--- src/rtl/axi_mem_window_slice.sv ---
// Two-entry skid buffer: main register feeds the sink, skid register absorbs the beat in flight when the sink stalls.
// Latency: a beat accepted at edge N is presented from cycle N+1.
// Backpressure: in_rdy is registered (skid empty); out_hold masks out_vld without losing the held entry.
module axi_mem_window_skid #(
    parameter int W = 8
) (
    input  logic         clock,
    input  logic         reset,
    input  logic         in_vld,
    output logic         in_rdy,
    input  logic [W-1:0] in_dat,
    output logic         out_vld,
    input  logic         out_rdy,
    input  logic         out_hold,
    output logic [W-1:0] out_dat
);
    logic         main_vld, skid_vld, live_q;
    logic [W-1:0] main_dat, skid_dat;
    logic         push, pop;

    // live_q keeps ready low while reset is held and for the reset edge itself
    assign in_rdy  = live_q & ~skid_vld;
    assign out_vld = main_vld & ~out_hold;
    assign out_dat = main_dat;
    assign push    = in_vld & in_rdy;
    assign pop     = out_vld & out_rdy;

    always_ff @(posedge clock) begin
        if (!reset) begin
            live_q   <= 1'b0;
            main_vld <= 1'b0;
            skid_vld <= 1'b0;
        end else begin
            live_q <= 1'b1;
            if (pop || !main_vld) begin
                if (skid_vld) begin
                    main_vld <= 1'b1;
                    main_dat <= skid_dat;
                    skid_vld <= 1'b0;
                end else begin
                    main_vld <= push;
                    if (push) main_dat <= in_dat;
                end
            end else if (push) begin
                skid_vld <= 1'b1;
                skid_dat <= in_dat;
            end
        end
    end
endmodule

// Registered AXI4 slice CPU -> board memory: skid buffer on all five channels, low-DRAM window remap on AW/AR.
// Latency: one cycle per channel, 1 beat/cycle sustained.
// Backpressure: registered readies; AW/AR held back once MAX_OUT transactions are outstanding.
module axi_mem_window_slice #(
    parameter int                ADDR_W  = 40,
    parameter int                DATA_W  = 64,
    parameter int                ID_W    = 8,
    parameter logic [ADDR_W-32:0] SRC_HI = 'h1,
    parameter logic [ADDR_W-32:0] DST_HI = 'h90,
    parameter int                MAX_OUT = 8
) (
    input  logic                clock,
    input  logic                reset,
    // CPU side
    input  logic                s_awvalid,
    input  logic [ADDR_W-1:0]   s_awaddr,
    input  logic [ID_W-1:0]     s_awid,
    input  logic [7:0]          s_awlen,
    input  logic [2:0]          s_awsize,
    input  logic [1:0]          s_awburst,
    output logic                s_awready,
    input  logic                s_wvalid,
    input  logic [DATA_W-1:0]   s_wdata,
    input  logic [DATA_W/8-1:0] s_wstrb,
    input  logic                s_wlast,
    output logic                s_wready,
    output logic                s_bvalid,
    output logic [1:0]          s_bresp,
    output logic [ID_W-1:0]     s_bid,
    input  logic                s_bready,
    input  logic                s_arvalid,
    input  logic [ADDR_W-1:0]   s_araddr,
    input  logic [ID_W-1:0]     s_arid,
    input  logic [7:0]          s_arlen,
    input  logic [2:0]          s_arsize,
    input  logic [1:0]          s_arburst,
    output logic                s_arready,
    output logic                s_rvalid,
    output logic [DATA_W-1:0]   s_rdata,
    output logic [1:0]          s_rresp,
    output logic                s_rlast,
    output logic [ID_W-1:0]     s_rid,
    input  logic                s_rready,
    // memory side
    output logic                m_awvalid,
    output logic [ADDR_W-1:0]   m_awaddr,
    output logic [ID_W-1:0]     m_awid,
    output logic [7:0]          m_awlen,
    output logic [2:0]          m_awsize,
    output logic [1:0]          m_awburst,
    input  logic                m_awready,
    output logic                m_wvalid,
    output logic [DATA_W-1:0]   m_wdata,
    output logic [DATA_W/8-1:0] m_wstrb,
    output logic                m_wlast,
    input  logic                m_wready,
    input  logic                m_bvalid,
    input  logic [1:0]          m_bresp,
    input  logic [ID_W-1:0]     m_bid,
    output logic                m_bready,
    output logic                m_arvalid,
    output logic [ADDR_W-1:0]   m_araddr,
    output logic [ID_W-1:0]     m_arid,
    output logic [7:0]          m_arlen,
    output logic [2:0]          m_arsize,
    output logic [1:0]          m_arburst,
    input  logic                m_arready,
    input  logic                m_rvalid,
    input  logic [DATA_W-1:0]   m_rdata,
    input  logic [1:0]          m_rresp,
    input  logic                m_rlast,
    input  logic [ID_W-1:0]     m_rid,
    output logic                m_rready
);
    typedef struct packed {
        logic [ADDR_W-1:0] addr;
        logic [ID_W-1:0]   id;
        logic [7:0]        len;
        logic [2:0]        size;
        logic [1:0]        burst;
    } ax_t;

    typedef struct packed {
        logic [DATA_W-1:0]   data;
        logic [DATA_W/8-1:0] strb;
        logic                last;
    } w_t;

    typedef struct packed {
        logic [1:0]      resp;
        logic [ID_W-1:0] id;
    } b_t;

    typedef struct packed {
        logic [DATA_W-1:0] data;
        logic [1:0]        resp;
        logic              last;
        logic [ID_W-1:0]   id;
    } r_t;

    function automatic logic [ADDR_W-1:0] remap(input logic [ADDR_W-1:0] a);
        logic [ADDR_W-1:0] r;
        r = a;
        if (a[ADDR_W-1:31] == SRC_HI) r[ADDR_W-1:31] = DST_HI;
        return r;
    endfunction

    ax_t aw_in, aw_out, ar_in, ar_out;
    w_t  w_in, w_out;
    b_t  b_in, b_out;
    r_t  r_in, r_out;

    logic [7:0] wcnt, rcnt;
    logic       aw_hold, ar_hold;
    logic       aw_inc, b_dec, ar_inc, r_dec;

    assign aw_in = '{remap(s_awaddr), s_awid, s_awlen, s_awsize, s_awburst};
    assign ar_in = '{remap(s_araddr), s_arid, s_arlen, s_arsize, s_arburst};
    assign w_in  = '{s_wdata, s_wstrb, s_wlast};
    assign b_in  = '{m_bresp, m_bid};
    assign r_in  = '{m_rdata, m_rresp, m_rlast, m_rid};

    assign {m_awaddr, m_awid, m_awlen, m_awsize, m_awburst} = aw_out;
    assign {m_araddr, m_arid, m_arlen, m_arsize, m_arburst} = ar_out;
    assign {m_wdata, m_wstrb, m_wlast}                      = w_out;
    assign {s_bresp, s_bid}                                 = b_out;
    assign {s_rdata, s_rresp, s_rlast, s_rid}               = r_out;

    assign aw_hold = (wcnt == 8'(MAX_OUT));
    assign ar_hold = (rcnt == 8'(MAX_OUT));

    axi_mem_window_skid #(.W($bits(ax_t))) u_aw (
        .clock(clock), .reset(reset),
        .in_vld(s_awvalid), .in_rdy(s_awready), .in_dat(aw_in),
        .out_vld(m_awvalid), .out_rdy(m_awready), .out_hold(aw_hold), .out_dat(aw_out)
    );

    axi_mem_window_skid #(.W($bits(w_t))) u_w (
        .clock(clock), .reset(reset),
        .in_vld(s_wvalid), .in_rdy(s_wready), .in_dat(w_in),
        .out_vld(m_wvalid), .out_rdy(m_wready), .out_hold(1'b0), .out_dat(w_out)
    );

    axi_mem_window_skid #(.W($bits(b_t))) u_b (
        .clock(clock), .reset(reset),
        .in_vld(m_bvalid), .in_rdy(m_bready), .in_dat(b_in),
        .out_vld(s_bvalid), .out_rdy(s_bready), .out_hold(1'b0), .out_dat(b_out)
    );

    axi_mem_window_skid #(.W($bits(ax_t))) u_ar (
        .clock(clock), .reset(reset),
        .in_vld(s_arvalid), .in_rdy(s_arready), .in_dat(ar_in),
        .out_vld(m_arvalid), .out_rdy(m_arready), .out_hold(ar_hold), .out_dat(ar_out)
    );

    axi_mem_window_skid #(.W($bits(r_t))) u_r (
        .clock(clock), .reset(reset),
        .in_vld(m_rvalid), .in_rdy(m_rready), .in_dat(r_in),
        .out_vld(s_rvalid), .out_rdy(s_rready), .out_hold(1'b0), .out_dat(r_out)
    );

    // Responses are counted at the CPU-side handshake so a slot frees only once the CPU has consumed it
    assign aw_inc = m_awvalid & m_awready;
    assign b_dec  = s_bvalid & s_bready;
    assign ar_inc = m_arvalid & m_arready;
    assign r_dec  = s_rvalid & s_rready & s_rlast;

    always_ff @(posedge clock) begin
        if (!reset) begin
            wcnt <= 8'd0;
            rcnt <= 8'd0;
        end else begin
            if (aw_inc && !b_dec)                     wcnt <= wcnt + 8'd1;
            else if (!aw_inc && b_dec && wcnt != 8'd0) wcnt <= wcnt - 8'd1;
            if (ar_inc && !r_dec)                     rcnt <= rcnt + 8'd1;
            else if (!ar_inc && r_dec && rcnt != 8'd0) rcnt <= rcnt - 8'd1;
        end
    end

    wcnt_underflow: assert property (@(posedge clock) disable iff (!reset) !(b_dec && wcnt == 8'd0));
    rcnt_underflow: assert property (@(posedge clock) disable iff (!reset) !(r_dec && rcnt == 8'd0));
endmodule

--- config.mk ---
export PLATFORM = sky130hd
export DESIGN_NAME = axi_mem_window_slice
export DESIGN_NICKNAME = d
export VERILOG_FILES = /design/src/rtl/axi_mem_window_slice.sv
export SDC_FILE = /design/constraint.sdc
export NUM_CORES = 1
export LEC_CHECK = 0
export ABC_AREA = 1
export ABC_CLOCK_PERIOD_IN_PS = 5500
export CAP_MARGIN = 20
export CORE_AREA = 2 2 225 227
export DETAILED_ROUTE_END_ITERATION = 8
export DIE_AREA = 0 0 227 229
export PLACE_DENSITY = 0.83
export SLEW_MARGIN = 15
export SYNTH_ARGS = -nofsm -noshare
export SYNTH_HDL_FRONTEND = slang
export SYNTH_HIERARCHICAL = 1
export SYNTH_SLANG_ARGS = --single-unit
--- constraint.sdc ---
create_clock -name clock -period 5.5 [get_ports clock]
set_clock_uncertainty 0.1 [all_clocks]
set_input_delay 0.825 -clock clock [delete_from_list [all_inputs] [get_ports clock]]
set_output_delay 0.825 -clock clock [all_outputs]
set_load 0.01 [all_outputs]
Word level (Yosys, flattened, before mapping)
Cells that the tools add are included.
- add/sub/neg operators: 4
- equal/unequal tests: 4
- mux-type cells: 22
- bitwise logic cells: 31
- reduce and logical (&&, ||, !) cells: 44
- operators with widths (operator ; count):
    two-way mux 61 bit ; 4
    two-way mux 75 bit ; 2
    two-way mux 73 bit ; 2
    two-way mux 8 bit ; 4
    AND reduction 3 bit ; 10
    two-way mux 10 bit ; 2
    bitwise AND 1 bit ; 18
    == test 9 x 1 -> 1 bit (second input constant) ; 2
    two-way mux 9 bit ; 2
    adder 8 x 1 -> 8 bit (second input constant) ; 2
    == test 8 x 4 -> 1 bit (second input constant) ; 2
    nonzero test 8 bit ; 2
    subtractor 8 x 1 -> 8 bit (second input constant) ; 2
    nonzero test 2 bit ; 7
    NOT 1 bit ; 13
    OR reduction 2 bit ; 5
    zero test 1 bit ; 9
    logical AND 1 bit ; 6
    two-way mux 1 bit ; 6
    logical OR 1 bit ; 5
- register bits: 587
- output and inout bits: 290
- logic and storage cells: 128

Longest topological paths before layout
Gate-level depths: netlist of run 1.
- depth after elaboration: 9
- gate-level depth with buffers: 16
- depth with buffers taken out: 16

By module
The synthesis of run 1 kept the hierarchy.
- modules (own cells, without submodules) (module ; times used ; cells an instance ; area an instance (um^2) ; sequential area each (um^2)):
    axi_mem_window_skid at u_ar ... ; 2 ; 337 ; 4629.4 ; 3723.6
    axi_mem_window_skid at u_r ; 1 ; 411 ; 5621.6 ; 4564.4
    axi_mem_window_skid at u_w ; 1 ; 399 ; 5450.2 ; 4444.3
    axi_mem_window_slice ; 1 ; 227 ; 1430.1 ; 320.3
    axi_mem_window_skid at u_b ; 1 ; 70 ; 868.3 ; 660.6

Worst setup path before layout of run 1
No wires, ideal clock.
- kind: in2reg
- start point: input port s_rready
- end point: register u_r.skid_dat[0], enable pin
- arrival time: 4.223 ns
- data required time: 4.891 ns
- slack: 0.669 ns
- stages: 3
- buffers on the path: 0
- cell sequence: a21oi_1 nand2_1 nor2_1
- cells in the longest elaborated chain, start to end: 4
- RTL lines (what ; line ; source):
    from (decl) ; 94 ; input logic s_rready,
    bitwise AND 1 bit ; 26 ; assign pop = out_vld & out_rdy;
    logical OR 1 bit ; 35 ; if (pop || !main_vld) begin
    NOT 1 bit (no line) ; -- ;
    AND reduction 3 bit (no line) ; -- ;
    to (signal assigned) ; 46 ; skid_dat <= in_dat;
    to (decl) ; 18 ; logic [W-1:0] main_dat, skid_dat;
Every way passes these cells.
A chain may end at the register's enable or synchronous reset.

Worst setup path after layout of run 1
- start point: register u_r.skid_vld
- end point: output port m_rready
- cells in the longest elaborated chain, start to end: 2
- RTL lines (what ; line ; source):
    from (decl) ; 17 ; logic main_vld, skid_vld, live_q;
    from (signal assigned) ; 32 ; skid_vld <= 1'b0;
    from (signal assigned) ; 39 ; skid_vld <= 1'b0;
    from (signal assigned) ; 45 ; skid_vld <= 1'b1;
    NOT 1 bit ; 22 ; assign in_rdy = live_q & ~skid_vld;
    bitwise AND 1 bit ; 22 ;
    to (decl) ; 124 ; output logic m_rready
Every way passes these cells.

==> results of run 1 <==
metal layers:
metal  GRT usage (%)  vias to the layer above
li1                -                     7142
met1            25.2                     7160
met2            36.7                      791
met3            7.26                      146
met4            9.93                        6
met5               0                        -
stage by stage:
stage	util (%)	std cells	hold WS [ns]	power, uW	cell area [um^2]
2_1_floorplan	-	1786	0.367	5510	22600
3_3_place_gp	58.3	2982	0.387	5950	28900
3_5_place_dp	58.3	2982	0.403	5980	28900
4_1_cts	62.1	3089	0.412	9930	30800
5_1_grt	62.1	3096	0.424	10200	30800
6_report	62.1	3097	0.414	9850	30800
power by group:
part           switching, uW  internal [uW]
Combinational            394            407
Clock                   1700           2250
Sequential              44.8           5050
cell families after synthesis:
kind of cell / after synthesis / synth area share (%)
AOI/OAI and AO/OA: 47 / 1.23
and+or+nand+nor: 997 / 17.1
other: 1 / 0.0166
buffers and inverters: 125 / 3.48
DFF: 591 / 77.1
xor gates and xnor gates: 6 / 0.232
adders and majority gates: 14 / 0.840
cell usage after synthesis, types with 4 or more instances:
library cell	n
nand3_1	16
clkbuf_1	13
nand2_1	885
ha_1	12
a21o_1	5
buf_4	15
o21ai_1	9
xor2_1	4
nor2_2	6
o21ai_0	6
nand2_2	26
dfxtp_1	31
nor2_1	52
inv_1	44
inv_2	4
a21oi_1	23
buf_2	14
edfxtp_1	560
buf_6	31
worst paths after layout:
check	to	slack, ns	depth (start not counted)
setup reg to reg	u_r/out_dat[49]	2.62	5
hold / removal	u_ar/out_dat[29]	0.41	2
setup / recovery	m_rready	2.21	3
hold reg to reg	u_ar/out_dat[29]	0.41	2
state kept, by name (all words and copies together), names as in the netlist, 61 cells and up:
name / count
u_ar/skid_dat: 61
u_w/out_dat: 73
u_aw/skid_dat: 61
u_aw/out_dat: 61
u_r/skid_dat: 75
u_ar/out_dat: 61
u_r/out_dat: 75
u_w/skid_dat: 73
area by class of cell:
type                    count  area, um^2  share of cell area (%)
diodes                      8        20.0                  0.0649
clock buffers              72        1560                    5.04
clock inverters            35         334                    1.08
inverters                  51         203                   0.657
multi-input cells        1070        4480                    14.5
flip-flops and latches    591       17400                    56.5
well taps                 672         841                    2.73
repair buffers            598        5970                    19.3
critical path: stages (launching register included):
cell,delay [ns]
dfxtp_2,0.60
buf_4,0.57
nor2_4,0.08
clkdlybuf4s50_1,0.50
==> results.md, run 1 <==
* R2R Path Start: u_r/skid_vld
* Share of the synthesized area in the top cell type at 74.3%
* CORE AREA at 49,700 um^2
* VDD IR max at 0.283 mV
* Ranking of synthesized cells by area: edfxtp_1 74%, nand2_1 15%, dfxtp_1 2.7%
* Commonest non-fill, non-tap cell in the layout: nand2_1
* H-tree depth at 2
* Headroom to the max-slew limit at 44.9%
* Number of global-route vias before repair at approximately 15k
* Post-synth ARST share at 0%
* Hold wc startpoint: u_ar/skid_dat[29]
* First-pass GRT wire length at 86,200 um
* Congestion Overflow GR at 0
* Top Metal Used: met5
* Post-synth top area cell: edfxtp_1
* Syn_area_per_cell at 12.7 um^2
* ANT nets after route at 0
* Endpoints failing hold at 0
* Worst-Skew Late Latency at 0.60 ns
* TritonCTS clock tree: built
* Die X at 227 um
* I/O Pins at 582
* Pre-CTS setup slack at 1.95 ns
* CP Launch Type: register
* Sequential area share after synthesis at 77.1%
* Port bufs at 581
* Rows at 82
* GRT Overall Usage at 21.8%
* Cts repair resizes at 0
* Max Fclk at around 300 MHz
* Global placement routability congestion at 0.857
* Synth-to-layout area growth at 36.3%
* Post-synth EDFFs at 560
* Starting Density at 45.6%
* Die Span Y at roughly 230 um
* Setup crit end kind: output pin
* DR iter-0 viols at 1,100
* Wire length per cell at approximately 19 um
* Worst Hold Class: register to register
* Pleak at 0.0118 uW
* Final wirelength at 58,300 um
* Met1 WL at 21,000 um
* Post-Synthesis Cell Area at 22,600 um^2
* Drt first pass iters at 7
* Pins over their slew limit at 0
* Fillcell total at roughly 3.6k
* Synth cell types at 35
* CP required at 4.58 ns
* Slew @ Worst Pin at 0.826 ns
* Setup Buffers After CTS at 0
* Yosys warning total at 6
* Layout cells sized above 1 at roughly 7%
* Power per cell area at 319 nW/um^2
* Setup WS post-layout at 2.21 ns
* Final nets at 2,677
* RSZ-0062 raised after global routing: false
* CP Class: register to output pin
* Vias at 15.2k
* Hpwl dp at 39,700 um
* Clock transition at the registers of the reported paths at around 0.06 ns
* Post-route minimum period at ~3.3 ns
* Max clock buf depth at 3
* Critical path arrival at 2.36 ns
* Setup total negative slack at 0 ns
* Largest net degree at the start of global routing at 76
* Root buf cell: clkbuf_16
* Routed met3 length at 6080 um
* DRC Markers at 0
* Initial antenna violation count at 10
* Outcome: finished clean
* Die Area at between 50,000 and 60,000 um^2
* Max cap viols at 0
* CTS hold repair buffers at 0
* Worst Setup SP: u_r/skid_vld
* CP max FO at 55
* Num CTS Buffers at 59
* #FFs+latches synth at around 590
* Most frequent cells in the layout: 885 x nand2_1, 581 x clkdlybuf4s50_1, 560 x edfxtp_1, 59 x clkbuf_16
* DR vias/cell at between 4 and 5
* CTS Sinks at 591
* Routed wl met2 at around 29,000 um
* Main synth FF type: edfxtp_1
* Fin crit share at about three fifths
* Final number of setup-violating endpoints at 0
* Cells after Synth at 1,781
(Power assumes the default switching activity.)
==> run 2, diff against run 1 <==
Settings changed: ABC_CLOCK_PERIOD_IN_PS 5500 to 3100.
Clock period 5.5 ns to 3.1 ns, I/O delays scaled along.
==> run 2 against run 1 <==
Combinational power rose by 80%. Hold slack got worse by 0.075 ns. Critical path depth increased by 2. First-iteration DRC count increased by 11%. Cell area down 0.10%. Critical path type unchanged. Highest routed layer unchanged.
==> results.md, run 2 (synthesis gave the netlist of run 1 again) <==
* Most frequent CP cell: nor2_1
* Die Area at 52,000 um^2
* Number of global-route vias before repair at roughly 16k
* Port bufs at ~580
* DR vias/cell at 4.96
* Crit-path max cell delay at 0.67 ns
* H-tree depth at 2
* Cts repair resizes at 0
* Root buf cell: clkbuf_16
* CP max FO at 3
* Pins over their slew limit at 0
* Final wirelength at between 50,000 and 60,000 um
* DR iter-0 viols at ~1.2k
* Vias at 15.3k
* Reg2Reg Setup Slack at 0.46 ns
* Hpwl dp at 38,700 um
* CORE AREA at 49,700 um^2
* Pre-CTS setup slack at 0.294 ns
* Setup crit end kind: output pin
* Num CTS Buffers at 57
* Setup WS post-layout at about 0.3 ns
* TritonCTS clock tree: built
* First-pass GRT wire length at 85,400 um
* Hold_ws at 0.338 ns
* Initial antenna violation count at 4
* Area post-placement at 29,000 um^2
* CTS hold repair buffers at 0
* Final nets at 2,678
* Fillcell total at ~3.6k
* Outcome: finished clean
* Headroom to the max-slew limit at about half
* CP Class: register to output pin
* Slew @ Worst Pin at between 0.7 and 0.8 ns
* Final Cell Area at slightly above 30,000 um^2
* Congestion Overflow GR at 0
* Wire length per cell at approximately 18 um
* CTS Sinks at slightly below 600
* Crit-path slowest cell: clkdlybuf4s50_1
* Synth-to-layout area growth at 36.2%
* Max clock buf depth at 3
* Commonest non-fill, non-tap cell in the layout: nand2_1
* GRT Overall Usage at 21.2%
* ANT nets after route at 0
* Setup total negative slack at 0 ns
* Setup Buffers After CTS at 0
* Largest net degree at the start of global routing at 76
* Worst-Skew Late Latency at 0.61 ns
* Reg2reg end: wcnt[6]
* Worst Setup SP: wcnt[6]
* Clock transition at the registers of the reported paths at 0.06 ns
* CP required at approximately 2.5 ns
* Most frequent cells in the layout: 885 x nand2_1, 581 x clkdlybuf4s50_1, 560 x edfxtp_1, 58 x clkbuf_16
* Pleak at 0.0118 uW
* Starting Density at 45.6%
* Die Span Y at 229 um
* Critical path arrival at ~2.2 ns
* Final number of setup-violating endpoints at 0
* Fin crit share at 90.5%
* Worst Hold Class: input port to register
* Post-route minimum period at 2.80 ns
* I/O Pins at 582
* Max cap viols at 0
* Cells along the critical path: nor2_1 -> nand3_1 -> nor4_2 -> nor2_1 -> clkdlybuf4s50_1
* DRC Markers at 0
* CP Launch Type: register
* Cells on worst reg2reg path at 13
* Layout cells sized above 1 at between 6 and 7%
* Global placement routability congestion at 0.828
* R2R Path Start: wcnt[5]
* RSZ-0062 raised after global routing: false
* VDD IR max at roughly 0.47 mV
* Endpoints failing hold at 0
* Power per cell area at 556 nW/um^2
* Drt first pass iters at 5
* Die X at about 230 um
* Max Fclk at 357 MHz
* Rows at 82
* Critical path capture point: m_awvalid
==> run 2: cell count changes in the layout (fill, tap and decap cells not counted), moves of 3 or more <==
cell	before	now
clkbuf_1	10	16
clkinv_1	8	11
diode_2	8	3
buf_12	2	6
inv_6	8	3
==> run 2: worst max-delay path, delay by kind of cell, from the launching register on <==
kind                   cells  cell delay, ns
buffers and inverters      1            0.67
AND/OR/NAND/NOR            4            0.59
flip-flops                 1            0.37
==> run 2: layer usage <==
metal  wire, um  track usage (%)
met5         16                0
met4       1420             6.41
met3       6380             8.04
met2      29400             37.6
met1      20000             23.6
==> run 2: cell type report <==
type,instances,area (um^2),area share [%]
Sequential cell,591,17400,56.6
Timing Repair Buffer,601,6040,19.6
Multi-Input combinational cell,1070,4490,14.6
Clock buffer,76,1540,4.99
Tap cell,672,841,2.73
Clock inverter,30,253,0.820
Inverter,51,203,0.658
Antenna cell,3,7.51,0.0244
==> run 2: worst min-delay path by stage <==
stage / start / to / slack (ns) / cells past startpoint
2_1_floorplan: wcnt[0] / wcnt[0] / 0.37 / 1
3_3_place_gp: wcnt[0] / wcnt[0] / 0.39 / 1
3_5_place_dp: u_aw/skid_dat[37] / u_aw/out_dat[37] / 0.40 / 2
4_1_cts: s_awaddr[16] / u_aw/skid_dat[37] / 0.29 / 1
5_1_grt: m_rdata[30] / u_r/skid_dat[41] / 0.31 / 1
6_report: s_awlen[3] / u_aw/skid_dat[8] / 0.34 / 1
==> run 2: report_power, final <==
part | internal [uW] | switching [uW] | leakage (uW) | total, uW
Combinational | 729 | 712 | 0.00558 | 1440
Sequential | 8960 | 74.4 | 0.00535 | 9040
Clock | 3750 | 2910 | 0.000869 | 6660
Total | 13400 | 3700 | 0.0118 | 17100
==> run 2: per-stage QoR <==
stage | cells | total power (uW) | util [%]
after global placement | 2985 | 10600 | 58.4
after detailed placement | 2985 | 10600 | 58.4
after floorplan | 1786 | 9770 | -
final | 3094 | 17100 | 62.1
after global routing | 3093 | 17700 | 62.0
after CTS | 3091 | 17300 | 62.0
==> run 3, diff against run 2 <==
Settings changed: CORE_AREA 2 2 225 227 to not set, CORE_ASPECT_RATIO set to 1.2, CORE_UTILIZATION set to 38, DIE_AREA 0 0 227 229 to not set, PLACE_DENSITY 0.83 to 0.72.
==> run 3 against run 2 <==
Global-route usage shrank 2.1 points. Non-clock buffer count grew 9. Critical path depth is the same. Combinational power is essentially flat. Routed wire length grew 3.0%. Sequential share of layout area shrank 0.54 points. Final cell count grew 4.3%. First-iteration DRC count shrank 17%. Die area grew 16%. Maximum frequency shrank 4.2%. Total power grew 1.0%. Via count shrank 2.1%. Largest cell class unchanged. Largest power group unchanged. Highest routed layer unchanged.
==> results.md, run 3 (synthesis gave the netlist of run 1 again) <==
* Outcome: finished clean
* Die X at 225 um
* Critical path arrival at 2.36 ns
* CP required at 2.53 ns
* Met2 Resource Use GR at 32.2%
* Rows at 97
* ANT nets after route at 0
* RSZ-0062 raised after global routing: false
* Num CTS Buffers at 57
* I/O Pins at 582
* Clock transition at the registers of the reported paths at 0.06 ns
* Wire length per cell at 18.3 um
* GR Layer Usage met1 at 22.4%
* Worst Hold Class: input port to register
* Number of global-route vias before repair at 14.9k
* Fillcell total at 4,849
* Synth-to-layout area growth at 37.5%
* H-tree depth at 2
* Die Area at 60,500 um^2
* Global placement routability congestion at around 0.86
* VDD IR max at 0.488 mV
* Final wirelength at 58,900 um
* Cells on worst reg2reg path at 13
* CTS hold repair buffers at 0
* Hpwl dp at 42,300 um
* Worst Setup SP: wcnt[6]
* CP Launch Type: register
* Finished Layout Cells at between 3k and 4k
* Max Fclk at 342 MHz
* Power per cell area at 556 nW/um^2
* Port bufs at 581
* CP Class: register to output pin
* Met3 usage at around 6.7%
* Reg2reg end: wcnt[6]
* Starting Density at 38.6%
* Reg2Reg Setup Slack at 0.46 ns
* Endpoints failing hold at 0
* Max clock buf depth at 3
* Cts repair resizes at 0
* FF+latch area at 17,400 um^2
* Layout cells sized above 1 at a little over 7%
* Pins over their slew limit at 0
* Vias at 15.0k
* TritonCTS clock tree: built
* Setup crit end kind: output pin
* Root buf cell: clkbuf_16
* Congestion Overflow GR at 0
* Headroom to the max-slew limit at 34.9%
* Initial antenna violation count at 15
* Critical path capture point: m_awvalid
* CORE AREA at 58,600 um^2
* Pleak at 0.0119 uW
* Final number of setup-violating endpoints at 0
* Worst-Skew Late Latency at 0.61 ns
* First-pass GRT wire length at between 80,000 and 90,000 um
* Most frequent cells in the layout: 885 x nand2_1, 581 x clkdlybuf4s50_1, 560 x edfxtp_1, 58 x clkbuf_16
* Fin crit share at between 90% and 100%
* DR iter-0 viols at 1,019
* CTS Sinks at around 590
* Drt first pass iters at 5
* Largest net degree at the start of global routing at 76
* Global routing's busiest layer: met2
* R2R Path Start: wcnt[6]
* Die Span Y at 269 um
* Slew @ Worst Pin at slightly below 1 ns
* CP max FO at 3
* Max cap viols at 0
* DR vias/cell at 4.65
* Post-route minimum period at ~3 ns
* Setup Buffers After CTS at 0
* Dpl cells at 3,114
* Commonest non-fill, non-tap cell in the layout: nand2_1
* Setup total negative slack at 0 ns
* DRC Markers at 0
* Final nets at roughly 2.7k
* GRT Overall Usage at approximately a fifth
* Area of the multi-input gates at approximately 4500 um^2
## run 3: cell types whose count changed in the layout (fill, tap and decap cells not counted), sizes merged
cell | previous run | this run
buf | 20 | 29
bufinv | 3 | 5
clkbuf | 76 | 70
clkinv | 23 | 25
clkinvlp | 3 | 4
diode | 3 | 7
inv | 52 | 53
## run 3: worst min-delay path by stage
| stage | from | end | slack [ns] | depth (start not counted) |
|---|---|---|---|---|
| after floorplan | wcnt[0] | wcnt[0] | 0.37 | 1 |
| after global placement | u_w/skid_dat[16] | u_w/out_dat[16] | 0.40 | 2 |
| after detailed placement | u_w/skid_dat[71] | u_w/out_dat[71] | 0.40 | 2 |
| after CTS | s_araddr[28] | u_ar/skid_dat[49] | 0.29 | 1 |
| after global routing | s_awaddr[14] | u_aw/skid_dat[35] | 0.29 | 1 |
| final | s_awaddr[13] | u_aw/skid_dat[34] | 0.34 | 1 |
## run 3: layout make-up
class	instances	area share, %
multi-input combinational	1070	14.4
inverter	51	0.651
tap	792	3.19
clock buffer	70	4.81
timing repair buffer	610	19.7
antenna	7	0.0563
clock inverter	36	1.11
sequential	591	56.1
## run 3: worst max-delay path, cell delays in order, from the launching register on
cell             delay (ns)
dfxtp_1                0.33
nor2_1                 0.16
nand3_1                0.10
nor4_1                 0.30
nor2_1                 0.20
clkdlybuf4s50_1        0.65
## run 3: layer usage
| metal | vias up | routed length (um) |
|---|---|---|
| li1 | 7170 | - |
| met5 | - | 108 |
| met1 | 7018 | 22000 |
| met3 | 104 | 6040 |
| met2 | 697 | 29000 |
| met4 | 16 | 1780 |
## run 3: power by group
| group | switching, uW | leakage [uW] | total (uW) | internal [uW] |
|---|---|---|---|---|
| combinational | 699 | 0.00563 | 1430 | 734 |
| clock | 2970 | 0.000894 | 6840 | 3870 |
| sequential | 76.8 | 0.00535 | 9040 | 8960 |
| total | 3750 | 0.0119 | 17300 | 13600 |
## run 3: per-stage QoR
step | setup slack, ns | util [%] | power (uW) | hold WS [ns] | instance area, um^2
4_1_cts | 0.0826 | 53.0 | 17500 | 0.288 | 31100
3_5_place_dp | 0.377 | 49.9 | 10600 | 0.401 | 29300
6_report | 0.174 | 53.1 | 17300 | 0.336 | 31100
2_1_floorplan | 0.00614 | - | 9770 | 0.367 | 22700
3_3_place_gp | 0.380 | 49.9 | 10600 | 0.397 | 29300
5_1_grt | 0.0252 | 53.1 | 17900 | 0.292 | 31100
